**config.mk**
```make
export PLATFORM = sky130hd
export DESIGN_NAME = uart_rx_param
export DESIGN_NICKNAME = d
export VERILOG_FILES = /design/src/rtl/uart_rx_pkg.sv /design/src/rtl/uart_rx_sampler.sv /design/src/rtl/uart_rx_param.sv
export SDC_FILE = /design/constraint.sdc
export NUM_CORES = 1
export LEC_CHECK = 0
export BUFFER_PORTS_ARGS = -buffer_cell sky130_fd_sc_hd__buf_2
export CORE_ASPECT_RATIO = 1.1
export CORE_MARGIN = 2
export CORE_UTILIZATION = 55
export CTS_CLUSTER_DIAMETER = 150
export DETAILED_ROUTE_END_ITERATION = 8
export GPL_ROUTABILITY_DRIVEN = 1
export PLACE_DENSITY = 0.71
export SYNTH_ARGS = -nofsm -noshare
export SYNTH_HDL_FRONTEND = slang
export SYNTH_HIERARCHICAL = 1
export SYNTH_SLANG_ARGS = --single-unit
```
**constraint.sdc**
```tcl
create_clock -name clk -period 2.4 [get_ports clk]
set_input_delay 0.12 -clock clk [delete_from_list [all_inputs] [get_ports clk]]
set_output_delay 0.12 -clock clk [all_outputs]
set_load 0.02 [all_outputs]
```
**src/rtl/uart_rx_pkg.sv**
```systemverilog
// Shared types for the UART receiver: FSM states, parity-type encoding,
// latched frame configuration and the 2-of-3 vote helper.
package uart_rx_pkg;

  typedef enum logic [2:0] {
    IDLE,
    START,
    DATA,
    PARITY,
    STOP
  } rx_state_e;

  localparam logic PAR_EVEN = 1'b0;
  localparam logic PAR_ODD  = 1'b1;

  typedef struct packed {
    logic par_en;
    logic par_typ;
    logic stop2;
  } rx_cfg_t;

  function automatic logic maj3(input logic a, input logic b, input logic c);
    return (a & b) | (a & c) | (b & c);
  endfunction

endpackage

```
**src/rtl/uart_rx_sampler.sv**
```systemverilog
// Per-bit edge counter and 3-sample majority voter; maj/maj_vld are
// registered, so the vote is visible the cycle after the third sample.
module uart_rx_sampler
  import uart_rx_pkg::*;
#(
  parameter int PRESCALE_W = 6
) (
  input  logic                  clk,
  input  logic                  rst,
  input  logic                  run,
  input  logic                  start,
  input  logic [PRESCALE_W-1:0] prescale,
  input  logic                  rx,
  output logic                  maj,
  output logic                  maj_vld
);
  localparam logic [PRESCALE_W-1:0] ONE = PRESCALE_W'(1);

  logic [PRESCALE_W-1:0] cnt;
  logic [PRESCALE_W-1:0] half;
  logic [1:0]            smp;

  assign half = prescale >> 1;

  always_ff @(posedge clk) begin
    if (!rst) begin
      cnt     <= '0;
      smp     <= '0;
      maj     <= 1'b1;
      maj_vld <= 1'b0;
    end else begin
      maj_vld <= 1'b0;
      // The start-detect cycle is count 0, so the counter resumes at 1.
      if (run) cnt <= (cnt == prescale - ONE) ? '0 : cnt + ONE;
      else     cnt <= start ? ONE : '0;
      if (run) begin
        if (cnt == half - ONE) smp[0] <= rx;
        if (cnt == half)       smp[1] <= rx;
        if (cnt == half + ONE) begin
          maj     <= maj3(smp[0], smp[1], rx);
          maj_vld <= 1'b1;
        end
      end
    end
  end

endmodule

```
**src/rtl/uart_rx_param.sv**
```systemverilog
// Parameterised UART receiver with majority-vote sampling and ready/valid output.
// Define UART_RX_BREAK_DET_EN to add the break_det output.
module uart_rx_param
  import uart_rx_pkg::*;
#(
  parameter int DATA_WIDTH = 8,
  parameter int PRESCALE_W = 6
) (
  input  logic                  clk,
  input  logic                  rst,
  input  logic                  rx_in,
  input  logic [PRESCALE_W-1:0] prescale,
  input  logic                  par_en,
  input  logic                  par_typ,
  input  logic                  stop2,
  input  logic                  data_ready,
  output logic [DATA_WIDTH-1:0] p_data,
  output logic                  data_valid,
  output logic                  parity_error,
  output logic                  stop_error,
  output logic                  overrun
`ifdef UART_RX_BREAK_DET_EN
  ,
  output logic                  break_det
`endif
);
  localparam int             BCW      = $clog2(DATA_WIDTH);
  localparam logic [BCW-1:0] LAST_BIT = BCW'(DATA_WIDTH - 1);
  localparam logic [BCW-1:0] BC_ONE   = BCW'(1);

  rx_state_e             state, state_n;
  logic [1:0]            sync_q;
  logic                  rx_s, rx_prev;
  logic [PRESCALE_W-1:0] presc_q;
  rx_cfg_t               cfg_q;
  logic [BCW-1:0]        bit_cnt;
  logic [DATA_WIDTH-1:0] shreg;
  logic                  par_acc, stop_bad;
  logic                  maj, maj_vld;
  logic                  start_det, frame_done;
  logic                  perr, serr, brk;

  always_ff @(posedge clk) begin
    if (!rst) begin
      sync_q  <= 2'b11;
      rx_prev <= 1'b1;
    end else begin
      sync_q  <= {sync_q[0], rx_in};
      rx_prev <= sync_q[1];
    end
  end
  assign rx_s = sync_q[1];

  uart_rx_sampler #(.PRESCALE_W(PRESCALE_W)) u_sampler (
    .clk      (clk),
    .rst      (rst),
    .run      (state != IDLE),
    .start    (start_det),
    .prescale (presc_q),
    .rx       (rx_s),
    .maj      (maj),
    .maj_vld  (maj_vld)
  );

  always_ff @(posedge clk) begin
    if (!rst) state <= IDLE;
    else      state <= state_n;
  end

  always_comb begin
    state_n    = state;
    start_det  = 1'b0;
    frame_done = 1'b0;
    case (state)
      IDLE:   if (rx_prev && !rx_s) begin
                state_n   = START;
                start_det = 1'b1;
              end
      START:  if (maj_vld) state_n = maj ? IDLE : DATA;
      DATA:   if (maj_vld && bit_cnt == LAST_BIT) state_n = cfg_q.par_en ? PARITY : STOP;
      PARITY: if (maj_vld) state_n = STOP;
      STOP:   if (maj_vld && (!cfg_q.stop2 || bit_cnt == BC_ONE)) begin
                state_n    = IDLE;
                frame_done = 1'b1;
              end
      default: state_n = IDLE;
    endcase
  end

  // par_acc already holds data ^ parity bit by the time the frame is judged.
  assign perr = cfg_q.par_en && (par_acc != (cfg_q.par_typ == PAR_ODD));
  assign serr = stop_bad | ~maj;

  always_ff @(posedge clk) begin
    if (!rst) begin
      presc_q      <= '0;
      cfg_q        <= '0;
      bit_cnt      <= '0;
      shreg        <= '0;
      par_acc      <= 1'b0;
      stop_bad     <= 1'b0;
      p_data       <= '0;
      data_valid   <= 1'b0;
      parity_error <= 1'b0;
      stop_error   <= 1'b0;
      overrun      <= 1'b0;
    end else begin
      parity_error <= 1'b0;
      stop_error   <= 1'b0;
      overrun      <= 1'b0;
      if (start_det) begin
        presc_q  <= prescale;
        cfg_q    <= '{par_en: par_en, par_typ: par_typ, stop2: stop2};
        bit_cnt  <= '0;
        par_acc  <= 1'b0;
        stop_bad <= 1'b0;
      end
      if (maj_vld) begin
        case (state)
          DATA: begin
            shreg   <= {maj, shreg[DATA_WIDTH-1:1]};
            par_acc <= par_acc ^ maj;
            bit_cnt <= (bit_cnt == LAST_BIT) ? '0 : bit_cnt + BC_ONE;
          end
          PARITY: par_acc <= par_acc ^ maj;
          STOP: begin
            stop_bad <= stop_bad | ~maj;
            bit_cnt  <= bit_cnt + BC_ONE;
          end
          default: ;
        endcase
      end
      if (data_valid && data_ready) data_valid <= 1'b0;
      if (frame_done) begin
        if (!perr && !serr) begin
          if (!data_valid || data_ready) begin
            p_data     <= shreg;
            data_valid <= 1'b1;
          end else begin
            overrun <= 1'b1;
          end
        end else begin
          parity_error <= perr;
          stop_error   <= serr & ~brk;
        end
      end
    end
  end

`ifdef UART_RX_BREAK_DET_EN
  // Line held low through every sample: report a break rather than a framing error.
  // Re-arming needs a fresh 1->0 edge, so the receiver naturally waits for idle high.
  logic zero_acc;
  always_ff @(posedge clk) begin
    if (!rst) begin
      zero_acc  <= 1'b1;
      break_det <= 1'b0;
    end else begin
      break_det <= frame_done & zero_acc & ~maj;
      if (start_det)    zero_acc <= 1'b1;
      else if (maj_vld) zero_acc <= zero_acc & ~maj;
    end
  end
  assign brk = zero_acc & ~maj;
`else
  assign brk = 1'b0;
`endif

endmodule
```
# ---- After elaboration in Yosys (flattened, before gate mapping)
# Index checks and enable logic that the tools add are counted.
dict set report word_totals {
  reg_bits 50
  out_inout_bits 12
  word_cells 108
  in_bits 13
}
dict set report op_classes {
  eq_ne 16
  addsub 5
  reduce_logical 25
  muxes 31
  n_bitwise 10
}
# operator n
set ops {}
lappend ops {{2-to-1 mux 3 bit} 9}
lappend ops {{equality test 6 bit} 3}
lappend ops {{2-to-1 mux 1 bit} 17}
lappend ops {{one-hot mux 3 bit (5 select lines)} 1}
lappend ops {{2-to-1 mux 6 bit} 2}
lappend ops {{AND reduction 2 bit} 5}
lappend ops {{adder 5 x 1 -> 6 bit, second input constant} 1}
lappend ops {{adder 6 x 1 -> 6 bit, second input constant} 1}
lappend ops {{equality test 3 x 1 -> 1 bit, second input constant} 2}
lappend ops {{equality test 3 x 2 -> 1 bit, second input constant} 2}
lappend ops {{equality test 3 bit, second input constant} 2}
lappend ops {{equality test 6 x 5 -> 1 bit} 1}
lappend ops {{logical AND 1 bit} 6}
lappend ops {{inequality test 2 bit, second input constant} 3}
lappend ops {{one-hot mux 3 bit (2 select lines)} 1}
lappend ops {{AND reduction 3 bit} 2}
lappend ops {{subtractor 5 x 1 -> 6 bit, second input constant} 1}
lappend ops {{subtractor 6 x 1 -> 6 bit, second input constant} 1}
lappend ops {{logical NOT 1 bit} 5}
lappend ops {{AND reduction 5 bit} 1}
lappend ops {{inequality test 2 x 1 -> 1 bit, second input constant} 2}
lappend ops {{adder 3 x 1 -> 3 bit, second input constant} 1}
lappend ops {{bitwise AND 1 bit} 3}
lappend ops {{logical NOT 3 bit} 1}
lappend ops {{other kinds (9)} 14}

# ---- Depth between registers and ports, before layout
dict set report logic_depth {
  word_depth 7
  mapped_depth 8
  depth_no_buf 7
}

# ---- Cells and area by module
# The synthesis kept the hierarchy.
# module area_per_inst_um2 seq_area_each_um2 cells_per_inst n_inst
set modules_own_cells {}
lappend modules_own_cells {uart_rx_param 1646.6 800.8 183 1}
lappend modules_own_cells {uart_rx_sampler 858.3 200.2 101 1}

# ---- Least setup slack after synthesis
# Ideal clock, no wire load.
dict set report synth_path {
  kind {reg2reg}
  start {register presc_q[2]}
  end {register u_sampler.maj}
  stages_incl_launch_ff 9
  arrival_ns 1.883
  setup_time_ns 0.122
  required_ns 2.278
  path_slack_ns 0.395
  period_less_slack_ns 2.005
  path_buffers 1
  cell_sequence {dfxtp_1 -> buf_2 -> inv_1 -> ha_1 -> xor2_1 -> or3b_4 -> nor4_4 -> a21boi_1 -> nand3b_1}
}
dict set report synth_between {
  elab_chain_cells 3
}
# element line
set synth_rtl {}
lappend synth_rtl {{start, declared} uart_rx_param.sv:34} ;# logic [PRESCALE_W-1:0] presc_q;
lappend synth_rtl {{start signal, assigned} uart_rx_param.sv:112} ;# presc_q <= prescale;
lappend synth_rtl {{adder 5 x 1 -> 6 bit} uart_rx_sampler.sv:39} ;# if (cnt == half + ONE) begin
lappend synth_rtl {{equality test 6 bit} uart_rx_sampler.sv:39}
lappend synth_rtl {{AND reduction 2 bit (no source line)} --}
lappend synth_rtl {{end signal, assigned} uart_rx_sampler.sv:40} ;# maj <= maj3(smp[0], smp[1], rx);
lappend synth_rtl {{end, declared} uart_rx_sampler.sv:14} ;# output logic maj,
# No other way between the ends.
# A chain may end at the register's enable or synchronous reset.

# ---- Worst setup path in the final report
dict set report layout_path {
  start {register presc_q[1]}
  end {register u_sampler.maj}
}
# The elaborated chain is that of the path after synthesis.

==> impl_metrics.ini <==
[floorplan]
ios = 25
core-area_sq_um = 4350
fp.dieW_um = 68.3
die_h_um = 74.8
floorplan.initialDensity_pct = 57.6
rows = 25
die_area_sq_um = 5110

[drt]
wl_per_cell_um = 12.6
first_iter_violations = 111
drc = 0
viasPerCell = 5.21
via_count = 1876
ant_nets = 0
totalWireLength_um = 4540
drt_first_pass_iters = 4

[setup_path]
startpoint_type = flip-flop
arrival_ns = 2.30
critPathCapture = u_sampler/maj
cp-end-kind = flip-flop
rr_worst_depth = 7
r2r-end = u_sampler/maj
cp_max_fo = 7
rrSetupSlack_ns = 0.29
rr_startpoint = presc_q[1]
worstPathRequired_ns = 2.59
worst-setup-path-type = reg -> reg
setup.worst_path.start = presc_q[1]

[finish]
drive_gt1_share_pct = 16.0
syn_to_final_growth_pct = 9.34
fin_area_sq_um = 2740
fillers = 379
num_antenna_cells = 0
nNetsFinal = 326
fin_cells = 360

[logic_synthesis]
seq_area_frac_synth_pct = 40.0
async_flop_share_pct = 0
synth_warnings = 6
yosys-top-cells-area = dfxtp_1, nand2_1, mux2i_1
yosysTopAreaCell = dfxtp_1
synth.ff_latch_count = 50
synth.distinct_cells = 53
synth_top_area_share_pct = 40.0
synth-edff-count = 0
synthesis.nets = 305
yosys-top-cells-count = nand2_1, dfxtp_1, mux2i_1
synth_ff_type = dfxtp_1
synth_cells = 284
syn_avg_cell_area_sq_um = 8.82
yosysMostFrequentCell = nand2_1
syn-cell-area_sq_um = 2500

[sta]
setup_viol = 0
finalCriticalPeriod_ns = 2.11
max_freq_mhz = 474
skew_ns = 0.00283
worst_pin_slew_ns = 0.590
hold_violations = 0
drv_slew = 0
rsz0062_at_grt = no
max_slew_margin_pct = 60.7
final.period_utilization_pct = 87.9
fin_tns_setup_ns = 0
setup_slack_ns = 0.291

[global_routing]
globalRouteTotalUtil_pct = 20.3
overflow = 0
met1_usage_pct = 24.0
grtUsageMet2_pct = 35.6
grt_busiest_layer = met2
met3_usage_pct = 4.63
grt_pass1_wl_um = 7750
grt_pass1_vias = 1750
grt_max_degree = 28
antenna_found_initial = 0

[pwr]
p_total_mw = 1.46
p_per_area_nw_per_um2 = 534
ir_worst_vdd_uv = 489
cellLeakagePower_nw = 1.07

[cts]
numCtsBuffers = 5
cts_sinks = 50
htree_levels = 2
cts_resized = 0
clk_latency_ns = 0.30
clockRootBuffer = clkbuf_8
post-cts-setup-buffers = 0
clockBufferDepth = 2
cts_tree = done
clk_pin_slew_ns = 0.09

[placement]
place.gp.congestion = 0.821
dp_hpwl_um = 3300
port_buffers = 24
placedCellCount = 351
place_area_sq_um = 2630
pre_cts_ws_ns = 0.300

[status]
status = completed

[min_path]
hp-class = in -> reg

[job]
drv_cap = 0
[metrics by stage]
| step | util (%) | hold slack, ns |
|---|---|---|
| 6_report | 63.0 | 0.0509 |
| 3_5_place_dp | 60.6 | 0.309 |
| 5_1_grt | 63.0 | 0.0541 |
| 3_3_place_gp | 60.6 | 0.302 |
| 4_1_cts | 63.0 | 0.0428 |
| 2_1_floorplan | - | 0.206 |
[sequential cells by signal (all words and copies together), names as in the netlist]
signal,flops
p_data,8
shreg,8
presc_q,6
u_sampler/cnt,6
bit_cnt,3
cfg_q,3
state,3
sync_q,2
u_sampler/smp,2
data_valid,1
overrun,1
par_acc,1
parity_error,1
rx_prev,1
stop_bad,1
stop_error,1
u_sampler/maj,1
u_sampler/maj_vld,1
[layout make-up]
type                    count  area [sq um]  share of cell area [%]
multi-input cells         211          1380                    50.5
clock inverters             2          12.5                   0.457
inverters                   8          32.5                    1.19
repair buffers             29           160                    5.85
clock buffers               6          82.6                    3.02
flip-flops and latches     50          1000                    36.5
well taps                  54          67.6                    2.47
[cells by family (layout without fill, tap and decap cells)]
logic type                 count (synthesis)  in the layout  share of synthesized area (%)
AOI/OAI and AO/OA                         36             36                           9.54
xor gates and xnor gates                  24             24                           8.69
adders and majority gates                  9              9                           4.40
buffers and inverters                     23             45                           4.84
DFF                                       50             50                           40.0
muxes                                     18             18                           7.19
and+or+nand+nor                          124            124                           25.4
[critical path, cell delays in order, from the launching register on]
cell and delay (ns):
dfxtp_1 0.46, inv_1 0.12, ha_1 0.31, xor2_1 0.16, or3b_4 0.39, nor4_4 0.31
a21boi_1 0.09, nand3b_1 0.16
[cell usage in the layout, fill, tap and decap left out, drive strengths merged, types with 2 or more instances in the layout]
master and n:
buf 28, inv 7, o21ai 3, nand4b 3, nand3b 2, nor2b 3
o21a 2, or3b 2, or3 2, nand2 52, clkinv 2, dfxtp 50
ha 8, or2 2, a21oi 17, mux2i 18, nor2 17, nand2b 10
nand3 9, a211oi 2, nor4 2, nor4b 2, xnor2 9, xor2 15
nor3 14, clkbuf 6, a21boi 4
[routing by layer]
layer	wire length [um]	share of wire (%)
met5	0	0
met2	2220	49
met1	2140	47
met3	109	2.4
met4	78	1.7
[worst min-delay path by stage]
stage                          to   startpoint  cells after the start
floorplan           u_sampler/maj          rst                      1
global placement        sync_q[0]        rx_in                      2
detailed placement      sync_q[0]        rx_in                      2
CTS                    presc_q[4]  prescale[4]                      3
global route           presc_q[1]  prescale[1]                      3
finish                 presc_q[0]  prescale[0]                      3
[report_power, final]
part	internal (mW)	switching (mW)	total [mW]
registers	0.839	0.0148	0.854
clock network	0.232	0.271	0.503
logic	0.0480	0.0565	0.104
total	1.12	0.343	1.46
[what timing repair did]
| action | CTS | global route |
|---|---|---|
| hold buffers | 1 | 0 |
| endpoints found under the setup margin | 0 | 0 |
| endpoints found under the hold margin | 1 | 0 |
No activity file was read; power rests on OpenSTA's default activity.
